--- config.mk ---
export PLATFORM = sky130hd
export DESIGN_NAME = reg_file_sb
export DESIGN_NICKNAME = d
export VERILOG_FILES = /design/src/rtl/reg_file_sb.sv
export SDC_FILE = /design/constraint.sdc
export NUM_CORES = 1
export LEC_CHECK = 0
export ABC_AREA = 1
export BUFFER_PORTS_ARGS = -buffer_cell sky130_fd_sc_hd__buf_2
export CAP_MARGIN = 0
export CORE_MARGIN = 3
export CORE_UTILIZATION = 45
export DETAILED_ROUTE_END_ITERATION = 8
export GPL_TIMING_DRIVEN = 0
export SYNTH_ARGS = -nofsm -noshare
export SYNTH_HDL_FRONTEND = slang
export SYNTH_SLANG_ARGS = --single-unit
--- constraint.sdc ---
create_clock -name CLK -period 1.4 [get_ports CLK]
set_input_delay 0.28 -clock CLK [delete_from_list [all_inputs] [get_ports CLK]]
set_output_delay 0.28 -clock CLK [all_outputs]
set_load 0.05 [all_outputs]
--- src/rtl/reg_file_sb.sv ---
// General-purpose register file: one write port, two registered read ports with
// write-to-read bypass, and a per-register pending (scoreboard) bit.
module reg_file_sb #(
   parameter int unsigned WORD_SIZE = 19,
   parameter int unsigned NUM_REGS  = 4,
   parameter int unsigned ADDR_W    = $clog2(NUM_REGS)
) (
   input  logic                 CLK,
   input  logic                 RST,
   input  logic                 WR_EN,
   input  logic [ADDR_W-1:0]    WR_ADDR,
   input  logic [WORD_SIZE-1:0] WR_DATA,
   input  logic                 RDA_EN,
   input  logic [ADDR_W-1:0]    RDA_ADDR,
   output logic [WORD_SIZE-1:0] RDA_DATA,
   output logic                 RDA_PEND,
   input  logic                 RDB_EN,
   input  logic [ADDR_W-1:0]    RDB_ADDR,
   output logic [WORD_SIZE-1:0] RDB_DATA,
   output logic                 RDB_PEND,
   input  logic                 SB_SET,
   input  logic [ADDR_W-1:0]    SB_ADDR,
   output logic                 ADDR_ERR
);

   localparam logic [ADDR_W:0] NumRegsW = (ADDR_W + 1)'(NUM_REGS);

   function automatic logic addr_ok(input logic [ADDR_W-1:0] a);
      return {1'b0, a} < NumRegsW;
   endfunction

   logic [WORD_SIZE-1:0] regs_q [NUM_REGS];
   logic [WORD_SIZE-1:0] regs_d [NUM_REGS];
   logic [NUM_REGS-1:0]  pend_q, pend_d;
   logic [WORD_SIZE-1:0] rda_data_q, rda_data_d;
   logic [WORD_SIZE-1:0] rdb_data_q, rdb_data_d;
   logic                 rda_pend_q, rda_pend_d;
   logic                 rdb_pend_q, rdb_pend_d;
   logic                 addr_err_q, addr_err_d;

   logic wr_ok, sb_ok, rda_ok, rdb_ok;

   assign wr_ok  = addr_ok(WR_ADDR);
   assign sb_ok  = addr_ok(SB_ADDR);
   assign rda_ok = addr_ok(RDA_ADDR);
   assign rdb_ok = addr_ok(RDB_ADDR);

   always_comb begin
      regs_d     = regs_q;
      pend_d     = pend_q;
      rda_data_d = rda_data_q;
      rda_pend_d = rda_pend_q;
      rdb_data_d = rdb_data_q;
      rdb_pend_d = rdb_pend_q;
      addr_err_d = 1'b0;

      if (WR_EN) begin
         if (wr_ok) begin
            regs_d[WR_ADDR] = WR_DATA;
            pend_d[WR_ADDR] = 1'b0;
         end else begin
            addr_err_d = 1'b1;
         end
      end

      // Applied after the write so a same-index issue keeps the register pending.
      if (SB_SET) begin
         if (sb_ok) begin
            pend_d[SB_ADDR] = 1'b1;
         end else begin
            addr_err_d = 1'b1;
         end
      end

      // Reads sample the post-update state, which provides the bypass.
      if (RDA_EN) begin
         if (rda_ok) begin
            rda_data_d = regs_d[RDA_ADDR];
            rda_pend_d = pend_d[RDA_ADDR];
         end else begin
            rda_data_d = '0;
            rda_pend_d = 1'b0;
            addr_err_d = 1'b1;
         end
      end

      if (RDB_EN) begin
         if (rdb_ok) begin
            rdb_data_d = regs_d[RDB_ADDR];
            rdb_pend_d = pend_d[RDB_ADDR];
         end else begin
            rdb_data_d = '0;
            rdb_pend_d = 1'b0;
            addr_err_d = 1'b1;
         end
      end
   end

   always_ff @(posedge CLK) begin
      if (RST) begin
         for (int i = 0; i < int'(NUM_REGS); i++) begin
            regs_q[i] <= '0;
         end
         pend_q     <= '0;
         rda_data_q <= '0;
         rda_pend_q <= 1'b0;
         rdb_data_q <= '0;
         rdb_pend_q <= 1'b0;
         addr_err_q <= 1'b0;
      end else begin
         regs_q     <= regs_d;
         pend_q     <= pend_d;
         rda_data_q <= rda_data_d;
         rda_pend_q <= rda_pend_d;
         rdb_data_q <= rdb_data_d;
         rdb_pend_q <= rdb_pend_d;
         addr_err_q <= addr_err_d;
      end
   end

   assign RDA_DATA = rda_data_q;
   assign RDA_PEND = rda_pend_q;
   assign RDB_DATA = rdb_data_q;
   assign RDB_PEND = rdb_pend_q;
   assign ADDR_ERR = addr_err_q;

endmodule

==> results.sh <==
export IMPL_run_status="completed"
export IMPL_synth_async_reset_ratio_pct=0
export IMPL_tritoncts_num_sinks=120
export IMPL_dpl_hpwl_mm=17.8
export IMPL_setup_viol=0
export IMPL_hold_path_depth=3
export IMPL_dominantRegCellSynth="sky130_fd_sc_hd__dfxtp_1"
export IMPL_chipWidth_um=123
export IMPL_postLayoutCoreUtil_pct=55.1
export IMPL_crit_family="flip-flops"
export IMPL_timing_critical_path_slowest_cell_delay_ns=0.36
export IMPL_crit_chain="buf_2"
export IMPL_area_growth_pct=18.9
export IMPL_routed_via_count=7216
export IMPL_reg_to_reg_critical_path_startpoint="regs_q[5]"
export IMPL_postRouteAntennaNets=0
export IMPL_path_type_of_the_worst_setup_path="register to primary output"
export IMPL_power_per_cell_area_nw_per_um2=1360
export IMPL_drt_wl_total_mm=24.9
export IMPL_worstMarginPinSlew_ns=0.755
export IMPL_final_cells=1168
export IMPL_detailed_place_area_um2=6710
export IMPL_worst_endpoint_required_ns=1.12
export IMPL_cts_clk_slew_worst_paths_ns=0.06
export IMPL_core_area_um2=13300
export IMPL_clk_root_buffer_cell="sky130_fd_sc_hd__clkbuf_16"
export IMPL_post_layout_instance_area_um2=7330
export IMPL_slew_viol_final=0
export IMPL_seqCellArea_um2=2400
export IMPL_synth_seq_area_share_pct=39.0
export IMPL_synth_cell_type_count=15
export IMPL_critical_path_peak_fanout=2
export IMPL_synth_area_leader_cell="sky130_fd_sc_hd__dfxtp_1"
export IMPL_route_detailed_vias_per_inst=6.18
export IMPL_placed_cells_incl_taps=1136
export IMPL_period_needed_ns=1.34
export IMPL_io_pins=74
export IMPL_multi_input_area_um2=3130
export IMPL_synth_most_common_cell="sky130_fd_sc_hd__nand3_1"
export IMPL_initial_utilization_pct=46.3
export IMPL_synth_ff_latch_count=120
export IMPL_drt_iter0_drc=882
export IMPL_grt_overflow_total=0
export IMPL_grt_pass1_wl_mm=37.6
export IMPL_hp_start="SB_ADDR[0]"
export IMPL_setup_repair_after_global_routing_missed_its_margin="no"
export IMPL_final_hold_violation_count=0
export IMPL_timing_critical_path_buf_inv=1
export IMPL_routedWlPerCell_um=21.3
export IMPL_synthCells=894
export IMPL_synth_net_count=927
export IMPL_reg2reg_slack_ns=0.33
export IMPL_place_gp_congestion=0.953
export IMPL_dr_pass1_iters=6
export IMPL_design_final_nets=1012
export IMPL_maximum_vdd_drop_mv=1.05
export IMPL_num_rows=42
export IMPL_clockBufferDepth=2
export IMPL_maxCapViolCount=0
export IMPL_min_path_type="input pin to register"
export IMPL_timing_hold_ws_ns=0.222
export IMPL_drt_drc_violations_left=0
export IMPL_cts_resized=0
export IMPL_netlist_area_um2=6160
export IMPL_startpoint_type="register"
export IMPL_first_global_vias=6878
export IMPL_clock_latency_of_the_later_clocked_register_in_the_worst_skew_pair_ns=0.42
export IMPL_share_of_the_clock_period_used_by_the_worst_path_after_layout_pct=95.5
export IMPL_track_usage_pct=33.5
export IMPL_critPathCaptureType="primary output"
export IMPL_reg2reg_to="RDA_DATA[5]"
export IMPL_drive_above_1_share_pct=14.8
export IMPL_leakage_nw=3.42
export IMPL_power_mw=9.95
export IMPL_numPortBuffers=66
export IMPL_fillers=1375
export IMPL_reg2reg_depth=6
export IMPL_cts_made_buffers=17
export IMPL_postCtsSetupRepairBufs=0
export IMPL_grt_start_max_net_pins=17
export IMPL_synth_edff_count=0
export IMPL_floorplan_die_area_um2=15100
export IMPL_synth_top_cell_area_share_pct=39.0
export IMPL_slew_limit_headroom_pct=49.6
export IMPL_yosys_warnings=0
export IMPL_post_synth_most_frequent_cells="sky130_fd_sc_hd__nand3_1, sky130_fd_sc_hd__dfxtp_1, sky130_fd_sc_hd__nand2_1"
export IMPL_hold_end="pend_q[1]"
export IMPL_critical_path_slowest_cell="sky130_fd_sc_hd__dfxtp_1"
export IMPL_synth_avg_cell_area_um2=6.89
export IMPL_tritoncts="done"
export IMPL_die_height_um=123
export IMPL_fin_skew_ns=0.00609
export IMPL_post_synth_main_area_contributors="sky130_fd_sc_hd__dfxtp_1, sky130_fd_sc_hd__nand3_1, sky130_fd_sc_hd__nand2_1"
export IMPL_upper_clock_frequency_limit_mhz=748
export IMPL_num_antenna_cells=0
export IMPL_critical_path_arrival_ns=1.06
export IMPL_cts_hold_fix_buffers=0
export IMPL_clock_tree_htree_level_count=4
export IMPL_antenna_violations_before_repair=0
[state kept, by name (all words and copies together) (netlist names)]
signal    cells
pend_q        4
RDA_DATA     19
RDA_PEND      1
RDB_DATA     19
regs_q       76
RDB_PEND      1
[where the power goes]
group | internal, mW | switching, mW | total (mW)
combinational | 0.476 | 1.27 | 1.74
sequential | 3.58 | 0.0602 | 3.64
clock | 2.97 | 1.59 | 4.57
total | 7.03 | 2.92 | 9.95
[kinds of logic after synthesis]
kind of cell,Yosys count,synth area share (%)
other,1,0.0609
DFF,120,39.0
buffers and inverters,129,10.2
and+or+nand+nor,564,44.3
AOI/OAI and AO/OA,80,6.50
[per-stage QoR]
| step | setup WS, ns | TNS (ns) |
|---|---|---|
| after global routing | 0.0282 | 0 |
| after detailed placement | -0.387 | -12.26 |
| after CTS | 0.0515 | 0 |
| after floorplan | 0.161 | 0 |
| final | 0.0624 | 0 |
| after global placement | -0.372 | -11.44 |
[tightest hold or removal path, delay by kind of cell]
family / cells / cell delay (ns)
simple gates: 1 / 0.12
buf+inv: 1 / 0.11
compound gates: 1 / 0.08
[layer usage]
| layer | global-route usage [%] | up-vias | wire [um] |
|---|---|---|---|
| met5 | 0 | - | 0 |
| met2 | 53.4 | 464 | 11300 |
| met4 | 27.3 | 0 | 2270 |
| met1 | 38.7 | 3324 | 9050 |
| met3 | 7.18 | 140 | 2320 |
| li1 | - | 3288 | - |
[layout by cell type (no fill, tap or decap), drive strengths merged]
cell	instances
a21oi	80
buf	107
bufinv	3
clkbuf	64
clkinv	4
clkinvlp	1
conb	1
dfxtp	120
inv	48
nand2	120
nand3	288
nand4	76
nor2	80
[how the worst max path moves through the flow]
| stage | slack (ns) | startpoint | cells after the start | endpoint |
|---|---|---|---|---|
| after global routing | 0.03 | RDB_ADDR[0] | 8 | RDB_DATA[17] |
| after floorplan | 0.16 | WR_EN | 9 | RDB_DATA[11] |
| after CTS | 0.05 | RDA_DATA[8] | 1 | RDA_DATA[8] |
| final | 0.06 | RDA_DATA[8] | 1 | RDA_DATA[8] |
| after global placement | -0.37 | RDB_ADDR[0] | 8 | RDB_DATA[3] |
| after detailed placement | -0.39 | RDA_ADDR[0] | 8 | RDA_DATA[5] |
[final cells by class]
cell class	count	area share (%)
flip-flops and latches	120	32.8
plain buffers	81	6.15
clock inverters	8	1.61
multi-input cells	645	42.8
repair buffers	66	4.51
inverters	48	2.46
well taps	176	3.01
clock buffers	24	6.71
No activity file was read; power rests on OpenSTA's default activity.
